`src/rtl/la_capture_sequencer.sv`:
```
// Purpose : steps both logic-analyser SRAMs through one capture: SPI EQIO, quad WRITE @0, then sample streaming.
// Latency : every output is registered; sram_dout follows la_data by one clock during CAPTURE.
// Backpr. : none; the SRAMs accept one nibble per chip per clock, so start/abort are plain pulses.
module la_capture_sequencer #(
  parameter int LA_WIDTH = 8,
  parameter int LA_CHIPS = 2,
  parameter int POST_W   = 16,
  parameter int CNT_W    = 18
) (
  input  logic                i_clock,
  input  logic                i_reset_n,
  input  logic                i_start,
  input  logic                i_abort,
  input  logic                i_trigger,
  input  logic [POST_W-1:0]   i_samples_post,
  input  logic [LA_WIDTH-1:0] i_la_data,
  output logic [LA_CHIPS-1:0] o_sram_cs,
  output logic                o_sram_clk_en,
  output logic                o_sram_oe,
  output logic [LA_WIDTH-1:0] o_sram_dout,
  output logic                o_busy,
  output logic                o_done,
  output logic                o_triggered,
  output logic [CNT_W-1:0]    o_sample_count
);

  // Sequencer states. Values are kept stable for software that decodes them
  // through debug taps.
  localparam logic [2:0] S_IDLE = 3'd0;
  localparam logic [2:0] S_EQIO = 3'd1;
  localparam logic [2:0] S_GAP  = 3'd2;
  localparam logic [2:0] S_WCMD = 3'd3;
  localparam logic [2:0] S_CAP  = 3'd4;
  localparam logic [2:0] S_STOP = 3'd5;
  localparam logic [2:0] S_DONE = 3'd6;

  // SPI "enter quad I/O" opcode, shifted out MSB first on sio0 of every chip.
  localparam logic [7:0] EQIO_CMD = 8'h38;
  // Quad WRITE opcode nibbles; the six address nibbles that follow are all zero.
  localparam logic [3:0] WCMD_NIB = 4'h2;

  localparam logic [POST_W-1:0] POST_ONE = POST_W'(1);
  localparam logic [CNT_W-1:0]  CNT_ONE  = CNT_W'(1);

  // Architectural state.
  logic [2:0]          r_state;
  logic [2:0]          r_pos;        // bit/nibble index inside EQIO and WCMD
  logic [POST_W-1:0]   r_post_len;   // samples_post captured at start
  logic [POST_W-1:0]   r_post_left;  // post-trigger samples still to write after the current one
  logic                r_triggered;
  logic [CNT_W-1:0]    r_count;

  // Registered pin-facing outputs.
  logic [LA_CHIPS-1:0] r_cs;
  logic                r_clk_en;
  logic                r_oe;
  logic [LA_WIDTH-1:0] r_dout;
  logic                r_busy;
  logic                r_done;

  // Next-state values.
  logic [2:0]          w_state_nxt;
  logic [2:0]          w_pos_nxt;
  logic [POST_W-1:0]   w_post_len_nxt;
  logic [POST_W-1:0]   w_post_left_nxt;
  logic                w_trig_nxt;
  logic                w_start_ok;
  logic                w_busy_now;
  logic                w_drive_nxt;
  logic                w_busy_nxt;
  logic [LA_WIDTH-1:0] w_dout_nxt;
  logic [CNT_W-1:0]    w_count_nxt;

  assign w_busy_now = (r_state != S_IDLE) && (r_state != S_DONE);

  // Sequencing: abort preempts everything while busy; start is only honoured when idle or done.
  always_comb begin
    w_state_nxt     = r_state;
    w_pos_nxt       = r_pos;
    w_post_len_nxt  = r_post_len;
    w_post_left_nxt = r_post_left;
    w_trig_nxt      = r_triggered;
    w_start_ok      = 1'b0;
    if (w_busy_now && i_abort) begin
      w_state_nxt = S_STOP;
    end else begin
      case (r_state)
        S_IDLE, S_DONE: begin
          if (i_start) begin
            w_start_ok     = 1'b1;
            w_state_nxt    = S_EQIO;
            w_pos_nxt      = 3'd0;
            w_post_len_nxt = i_samples_post;
            w_trig_nxt     = 1'b0;
          end
        end
        S_EQIO: begin
          if (r_pos == 3'd7) begin
            w_state_nxt = S_GAP;
            w_pos_nxt   = 3'd0;
          end else begin
            w_pos_nxt = r_pos + 3'd1;
          end
        end
        S_GAP: begin
          // One deselected cycle terminates the SPI-mode EQIO command.
          w_state_nxt = S_WCMD;
          w_pos_nxt   = 3'd0;
        end
        S_WCMD: begin
          if (r_pos == 3'd7) begin
            w_state_nxt = S_CAP;
            w_pos_nxt   = 3'd0;
          end else begin
            w_pos_nxt = r_pos + 3'd1;
          end
        end
        S_CAP: begin
          if (!r_triggered) begin
            if (i_trigger) begin
              // The trigger sample itself is post sample 1, so 0 and 1 both end here.
              w_trig_nxt = 1'b1;
              if (r_post_len <= POST_ONE) begin
                w_state_nxt = S_STOP;
              end else begin
                w_post_left_nxt = r_post_len - POST_ONE;
              end
            end
          end else begin
            if (r_post_left <= POST_ONE) begin
              w_state_nxt = S_STOP;
            end else begin
              w_post_left_nxt = r_post_left - POST_ONE;
            end
          end
        end
        S_STOP: begin
          w_state_nxt = S_DONE;
        end
        default: begin
          w_state_nxt = S_IDLE;
        end
      endcase
    end
  end

  // Output decode from the state about to be entered, so the pins are pure flops.
  always_comb begin
    w_drive_nxt = (w_state_nxt == S_EQIO) || (w_state_nxt == S_WCMD) || (w_state_nxt == S_CAP);
    w_busy_nxt  = (w_state_nxt != S_IDLE) && (w_state_nxt != S_DONE);
    w_dout_nxt  = '0;
    case (w_state_nxt)
      S_EQIO: begin
        // Chips are still in SPI mode: only sio0 of each chip carries the opcode.
        for (int c = 0; c < LA_CHIPS; c++) begin
          w_dout_nxt[4*c] = EQIO_CMD[3'd7 - w_pos_nxt];
        end
      end
      S_WCMD: begin
        for (int c = 0; c < LA_CHIPS; c++) begin
          w_dout_nxt[4*c +: 4] = (w_pos_nxt == 3'd1) ? WCMD_NIB : 4'h0;
        end
      end
      S_CAP: begin
        w_dout_nxt = i_la_data;
      end
      default: begin
        w_dout_nxt = '0;
      end
    endcase
  end

  // Sample counter: cleared by an accepted start, +1 for every sample presented;
  // it wraps with the SRAM address so pre-trigger data forms a ring.
  always_comb begin
    w_count_nxt = r_count;
    if (w_start_ok) begin
      w_count_nxt = '0;
    end else if (w_state_nxt == S_CAP) begin
      w_count_nxt = r_count + CNT_ONE;
    end
  end

  // State and output registers; async reset deselects the SRAMs immediately.
  always_ff @(posedge i_clock or negedge i_reset_n) begin
    if (!i_reset_n) begin
      r_state     <= S_IDLE;
      r_pos       <= 3'd0;
      r_post_len  <= '0;
      r_post_left <= '0;
      r_triggered <= 1'b0;
      r_count     <= '0;
      r_cs        <= '1;
      r_clk_en    <= 1'b0;
      r_oe        <= 1'b0;
      r_dout      <= '0;
      r_busy      <= 1'b0;
      r_done      <= 1'b0;
    end else begin
      r_state     <= w_state_nxt;
      r_pos       <= w_pos_nxt;
      r_post_len  <= w_post_len_nxt;
      r_post_left <= w_post_left_nxt;
      r_triggered <= w_trig_nxt;
      r_count     <= w_count_nxt;
      r_cs        <= w_drive_nxt ? '0 : '1;
      r_clk_en    <= w_drive_nxt;
      r_oe        <= w_drive_nxt;
      r_dout      <= w_dout_nxt;
      r_busy      <= w_busy_nxt;
      r_done      <= (w_state_nxt == S_DONE);
    end
  end

  assign o_sram_cs      = r_cs;
  assign o_sram_clk_en  = r_clk_en;
  assign o_sram_oe      = r_oe;
  assign o_sram_dout    = r_dout;
  assign o_busy         = r_busy;
  assign o_done         = r_done;
  assign o_triggered    = r_triggered;
  assign o_sample_count = r_count;

endmodule

```
`config.mk`:
```
export PLATFORM = sky130hd
export DESIGN_NAME = la_capture_sequencer
export DESIGN_NICKNAME = d
export VERILOG_FILES = /design/src/rtl/la_capture_sequencer.sv
export SDC_FILE = /design/constraint.sdc
export NUM_CORES = 1
export LEC_CHECK = 0
export CELL_PAD_IN_SITES_DETAIL_PLACEMENT = 1
export CELL_PAD_IN_SITES_GLOBAL_PLACEMENT = 1
export CORE_ASPECT_RATIO = 1.4
export CORE_UTILIZATION = 37
export CTS_CLUSTER_DIAMETER = 120
export DETAILED_ROUTE_END_ITERATION = 8
export GPL_TIMING_DRIVEN = 0
export MAX_ROUTING_LAYER = met4
export PLACE_DENSITY_LB_ADDON = 0.05
export SKIP_LAST_GASP = 1
export SYNTH_ARGS = -nofsm -noshare
export SYNTH_HDL_FRONTEND = slang
export SYNTH_SLANG_ARGS = --single-unit
```
`constraint.sdc`:
```
create_clock -name i_clock -period 2.15 [get_ports i_clock]
set_input_delay 0.43 -clock i_clock [delete_from_list [all_inputs] [get_ports i_clock]]
set_output_delay 0.43 -clock i_clock [all_outputs]
set_load 0.05 [all_outputs]
```
* Word level (Yosys, flattened, before mapping)
Memories as Yosys holds them, arrays and structs flattened.
Index checks and enable logic that the tools add are counted.
W data, S select, Z words.
** Word-level totals
- Register bits :: 70
- Memory bits (read-only) :: 8
- Bits of input ports :: 29
- Output and inout port bits :: 33
- Logic and storage cells :: 87
- Memories :: 1
** Operators by class
- Add/sub/neg operators :: 5
- Magnitude comparators :: 3
- Equality and inequality tests :: 17
- Muxes and demuxes :: 33
- Bitwise operators :: 1
- Reduce and logical (&&, ||, !) cells :: 16
** Memory list
- (no name shown) :: depth 8, bits a word 1, rd ports 1, clocked after Yosys merged registers in 0, write ports 0, line 156 : w_dout_nxt[4*c] = EQIO_CMD[3'd7 - w_pos_nxt];
** Operators by type and width (count)
- $mux W16 :: 4
- $mux W18 :: 2
- $mux W3 :: 11
- $le A16 B1 Y1 const B :: 2
- $sub A16 B1 Y16 const B :: 2
- $add A18 B1 Y18 const B :: 1
- $eq A3 B3 Y1 const B :: 6
- $pmux W3 S6 :: 1
- $pmux W3 S2 :: 2
- $eq A3 B1 Y1 const B :: 3
- $eq A3 B2 Y1 const B :: 3
- $pmux W3 S3 :: 1
- $mux W1 :: 7
- $ne A2 B2 Y1 const B :: 3
- $ne A3 B3 Y1 const B :: 2
- $pmux W1 S3 :: 2
- $reduce_and A3 Y1 :: 2
- $reduce_bool A2 Y1 :: 3
- $reduce_bool A3 Y1 :: 2
- $reduce_and A5 Y1 :: 1
- $lt A3 B4 Y1 const B :: 1
- $mux W2 :: 2
- $reduce_or A2 Y1 :: 2
- $add A3 B1 Y3 const B :: 1
- other kinds (6) :: 9

* Logic depth before layout (Yosys ltp)
- Word-level depth :: 10
- Depth in mapped cells :: 8
- Mapped depth without buffers :: 7

* Worst setup path after synthesis
OpenSTA, ideal clock, no wires.
- Path type :: reg2reg
- Start :: reg r_count[0] (netlist: o_sample_count[0])
- End :: reg r_count[12] (netlist: o_sample_count[12])
- Arrival :: 2.171 ns
- Data required time :: 2.072 ns
- Path slack :: -0.099 ns
- Stages on the path, launching flop included :: 8
- Path buffers :: 1
- Period minus slack after synthesis :: 2.249 ns
- Cells stage by stage :: dfrtp_1 > ha_1 > and3_1 > and3_1 > clkbuf_1 > nand4_1 > or4_2 > a21oi_1
** Between the ends
- Cells in the longest elaborated chain, start to end :: 3
** Ends and longest elaborated chain
- from (decl) :: line 51 : logic [CNT_W-1:0] r_count;
- from (signal assigned) :: line 205 : r_count <= w_count_nxt;
- $add A18 B1 Y18 :: line 180 : w_count_nxt = r_count + CNT_ONE;
- $mux W18 :: line 179 : end else if (w_state_nxt == S_CAP) begin
- $mux W18 :: line 177 : if (w_start_ok) begin
No other way between the ends. The select of a mux whose other input is x is not followed.
A chain may end at the register's enable or synchronous reset.

* Final worst setup path
- Start :: reg r_post_left[8]
- End :: reg r_post_left[15]
** Between the ends
- Cells in the longest elaborated chain, start to end :: 3
** Ends and longest elaborated chain
- from (decl) :: line 49 : logic [POST_W-1:0] r_post_left;
- from (signal assigned) :: line 203 : r_post_left <= w_post_left_nxt;
- $le A16 B1 Y1 or $sub A16 B1 Y16 (tied branches) :: line 130, 133
- $ne A2 B2 Y1 (no line) or $mux W16 (tied branches)
- $reduce_and A5 Y1 (no line) or $mux W16 (tied branches)
Several ways; a longest one is shown, not always the timed one. The select of a mux whose other input is x is not followed.

==> implementation parameters <==
Parameter                              Value

Global route
  Wire length of the first global-routing pass ... 21300 um
  Grt met2 use ... between 40 and 50%
  Number of global-route vias before repair ... 4175
  Total global routing track utilization ... 24.5%
  Remaining global-route overflow ... 0
  Global-route met1 utilization ... between 20% and 30%
  Met3 Resource Use GR ... under 10%
  GRT Max-Usage Layer ... met2
  Antenna violations before repair ... 0
  Largest net degree at the start of global routing ... 46

Final layout
  Number of fill cells in the layout ... ~1200
  Relative area change from synthesis to final layout ... 41.2%
  Non-Filler Instances ... 697
  Most common library cell in the layout ignoring fill and taps ... sky130_fd_sc_hd__nand2_1
  Multi-input gate area in the final layout ... about 2600 um2
  Register Area ... 1740 um2
  Proportion of layout cells with a drive suffix above 1 ... 23.9%
  Highest-count cells in the layout ignoring fill and taps ... sky130_fd_sc_hd__nand2_1, sky130_fd_sc_hd__clkdlybuf4s50_1, sky130_fd_sc_hd__dfrtp_1
  ANT cells ... 0
  Utilization after layout ... 53.7%
  Layout net count ... between 500 and 600

Timing
  Final count of negative-setup-slack endpoints ... 1
  Final period util ... 101%
  Final critical-path required period ... approximately 2.2 ns
  Final hold violation count ... 0
  Unrepaired setup endpoints after global routing ... yes
  Final-layout setup total negative slack ... -0.0179 ns
  Transition time of the tightest slew-check pin ... about 0.58 ns
  Normalized max-slew margin ... roughly three fifths
  Final worst-path setup slack ... -0.0179 ns
  Count of pins over their slew limit ... 0
  Maximum clock rate ... around 460 MHz
  Layout Skew ... 0.00769 ns

Setup path
  CP arrival ... 2.39 ns
  Stages on the worst setup path ... 8
  Worst setup EP type ... flop
  Delay contributed by the slowest stage of the critical path ... 0.46 ns
  Max Fanout on Critical Path ... 10
  Worst path buffer plus inverter count ... 3
  Critical path class ... flop to flop
  Cells along the critical path ... nor4_4, buf_4, nand3_1, or2_2, buf_2, and2_4, buf_6, a22o_1
  Number of cell instances on the worst register-to-register path ... 8
  Setup crit start kind ... flop
  Required @ worst endpoint ... 2.37 ns
  Cell type group with the largest total delay on the critical path ... simple AND/OR/NAND/NOR gates
  Slowest CP cell ... sky130_fd_sc_hd__dfrtp_2

Clock network
  Number of hold-repair buffers added at the cts stage ... 0
  Clock tree root driver cell ... sky130_fd_sc_hd__clkbuf_16
  Clock-pin slew of the registers on the worst-case setup and hold paths ... 0.06 ns
  Number of sinks on the clock net ... 69
  Htree depth ... 3
  Maximum root-to-sink buffer count ... 2
  Clock insertion delay at the later pin of the skew report ... between 0.3 and 0.4 ns
  Number of buffers added by the clock tree synthesis step ... 9
  Clock tree from TritonCTS ... built

Placed design
  Gpl congestion ... about 0.84
  Placed instance count ... 658
  Number of buffers added on ports ... 61
  Post-DP HPWL ... 9420 um

Synth
  Post-synth top area share ... 41.4%
  Synth Instances ... 455
  Number of synthesis warnings ... 0
  Area of the mapped netlist ... slightly above 4000 um2
  Top cells by area in the synthesized netlist ... sky130_fd_sc_hd__dfrtp_1, sky130_fd_sc_hd__nand2_1, sky130_fd_sc_hd__nand3_1, sky130_fd_sc_hd__mux2i_1, sky130_fd_sc_hd__o21ai_0
  Average footprint of a synthesized cell ... 9.04 um2
  Synth async-reset ratio ... 100%
  Prevailing post-synth register cell ... sky130_fd_sc_hd__dfrtp_1
  Number of synthesized flops with an enable pin ... 0
  Flip-flop and latch count after synthesis ... 69
  Syn_nets ... between 400 and 500
  Sequential fraction of the synthesis area ... 42.0%
  Cell taking the most area after synthesis ... sky130_fd_sc_hd__dfrtp_1
  Count of different cell masters after synthesis ... 63

Worst hold path
  Path category of the worst min-delay check ... input port to asynchronous set/reset pin

Routing
  Iter 0 DRT Violations ... 170
  Number of vias in the routed layout ... 3983
  Router iterations before antenna repair ... 4
  Number of nets still failing antenna checks after routing ... 0
  DRC violation count after routing ... 0
  Final routed wirelength across all metal layers ... 13700 um
  Detailed-route wire length per cell ... 19.7 um
  Via count normalized by instance count ... between 5 and 6

Floorplan
  Height of the die ... 127 um
  Placeable core region ... 10800 um2
  Starting Density ... between 30% and 40%
  Die X-Extent ... 91.1 um
  Number of placement rows ... 45
  Floorplan die area ... 11500 um2
  # IOs ... 62

Flow run
  Number of max-cap violations ... 0

Power
  Pwr per Cell Area ... 1340 nW/um2
  Static Leakage ... 2.38 nW
  Peak supply drop ... approximately 700 uV

Outcome
  Result of the run ... finished, violations left
  Failing checks ... negative setup slack
sequential cells by signal, summed over array words and instances, names as in the netlist, 3 cells and up:
name            cells
o_sample_count     18
r_post_left        16
r_pos               3
o_sram_dout         8
r_state             3
r_post_len         16
Yosys cell counts (3+ instances only):
cell type / count
sky130_fd_sc_hd__or4_2: 3
sky130_fd_sc_hd__xor2_1: 6
sky130_fd_sc_hd__o2111ai_1: 3
sky130_fd_sc_hd__nand2b_1: 13
sky130_fd_sc_hd__nor3b_1: 7
sky130_fd_sc_hd__or4_1: 3
sky130_fd_sc_hd__o41ai_1: 3
sky130_fd_sc_hd__buf_6: 5
sky130_fd_sc_hd__clkbuf_1: 16
sky130_fd_sc_hd__o32ai_1: 3
sky130_fd_sc_hd__inv_1: 7
sky130_fd_sc_hd__a31oi_1: 10
sky130_fd_sc_hd__buf_2: 4
sky130_fd_sc_hd__nor4_1: 11
sky130_fd_sc_hd__o21a_1: 5
sky130_fd_sc_hd__o22ai_1: 4
sky130_fd_sc_hd__o21ai_0: 23
sky130_fd_sc_hd__mux2i_1: 12
sky130_fd_sc_hd__a21oi_1: 17
sky130_fd_sc_hd__nand4_1: 8
sky130_fd_sc_hd__nor4_2: 3
sky130_fd_sc_hd__o31ai_1: 7
sky130_fd_sc_hd__and4_1: 3
sky130_fd_sc_hd__o21ai_1: 4
sky130_fd_sc_hd__nor3_1: 7
sky130_fd_sc_hd__or3b_1: 3
sky130_fd_sc_hd__nor2b_1: 5
sky130_fd_sc_hd__a22o_1: 7
sky130_fd_sc_hd__nand2_1: 75
sky130_fd_sc_hd__dfrtp_1: 68
sky130_fd_sc_hd__nand3_1: 29
sky130_fd_sc_hd__nor2_1: 20
sky130_fd_sc_hd__and3_1: 10
sky130_fd_sc_hd__ha_1: 7
sky130_fd_sc_hd__xnor2_1: 7
sky130_fd_sc_hd__nor4b_1: 3
sky130_fd_sc_hd__o2bb2ai_1: 4
through the flow:
step	worst slack (ns)	area [um2]	power (W)	hold slack [ns]
2_1_floorplan	0.0482	4110	0.00443	0.134
3_3_place_gp	-2.26	4900	0.00538	0.471
3_5_place_dp	-0.782	4930	0.00550	0.378
4_1_cts	-0.106	5450	0.00732	0.0207
5_1_grt	-0.0679	5810	0.00826	0.0304
6_report	-0.0179	5810	0.00778	0.00788
repair_timing:
item | CTS | global route
resized for setup | 37 | 63
cloned | 1 | 1
pin swaps | 6 | 17
setup endpoints to repair | 62 | 57
setup buffers | 5 | 19
path summary, 6_finish.rpt:
check                                            startpoint                     endpoint  slack, ns
worst max-delay path             r_post_left[8]$_DFFE_PN0P_  r_post_left[15]$_DFFE_PN0P_      -0.02
worst min-delay path                              i_reset_n    r_post_len[4]$_DFFE_PN0P_      0.008
worst max register to register   r_post_left[8]$_DFFE_PN0P_  r_post_left[15]$_DFFE_PN0P_      -0.02
worst min register to register  r_post_left[13]$_DFFE_PN0P_  r_post_left[13]$_DFFE_PN0P_       0.50
max in group asynchronous                         i_reset_n       o_sram_cs[0]$_DFF_PN1_       1.51
min in group i_clock            r_post_left[13]$_DFFE_PN0P_  r_post_left[13]$_DFFE_PN0P_       0.50
worst reg2reg max path, stage by stage, from the launching register on:
cell                      delay [ns]
sky130_fd_sc_hd__dfrtp_2        0.46
sky130_fd_sc_hd__nor4_4         0.28
sky130_fd_sc_hd__buf_4          0.19
sky130_fd_sc_hd__nand3_1        0.14
sky130_fd_sc_hd__or2_2          0.31
sky130_fd_sc_hd__buf_2          0.18
sky130_fd_sc_hd__and2_4         0.18
sky130_fd_sc_hd__buf_6          0.15
sky130_fd_sc_hd__a22o_1         0.18
where the power goes:
| part | total, W | internal, W | switching, W |
|---|---|---|---|
| sequential | 0.00244 | 0.00176 | 0.000676 |
| clock | 0.00150 | 0.000901 | 0.000603 |
| combinational | 0.00385 | 0.00159 | 0.00225 |
| total | 0.00778 | 0.00425 | 0.00353 |
cell type report:
type	count	share of cell area, %
Tap cell	141	3.04
Timing Repair Buffer	87	14.2
Clock inverter	7	1.31
Buffer	26	3.08
Clock buffer	9	3.88
Multi-Input combinational cell	351	44.0
Sequential cell	69	30.0
Inverter	7	0.452
layer usage:
metal  wire length, um  share of wire [%]
met5                 0                  0
met4               408                3.0
met3               398                2.9
met2              7510                 55
met1              5400                 39
kinds of logic after synthesis:
kind of cell | count (synthesis) | share of synthesized area [%]
mux | 13 | 3.20
xor+xnor | 13 | 2.77
simple gates | 217 | 28.9
compound gates | 100 | 16.4
buf+inv | 36 | 4.50
fa+ha+maj | 7 | 2.13
flops | 69 | 42.0
Note: power is estimated with default switching activity, not from simulation.
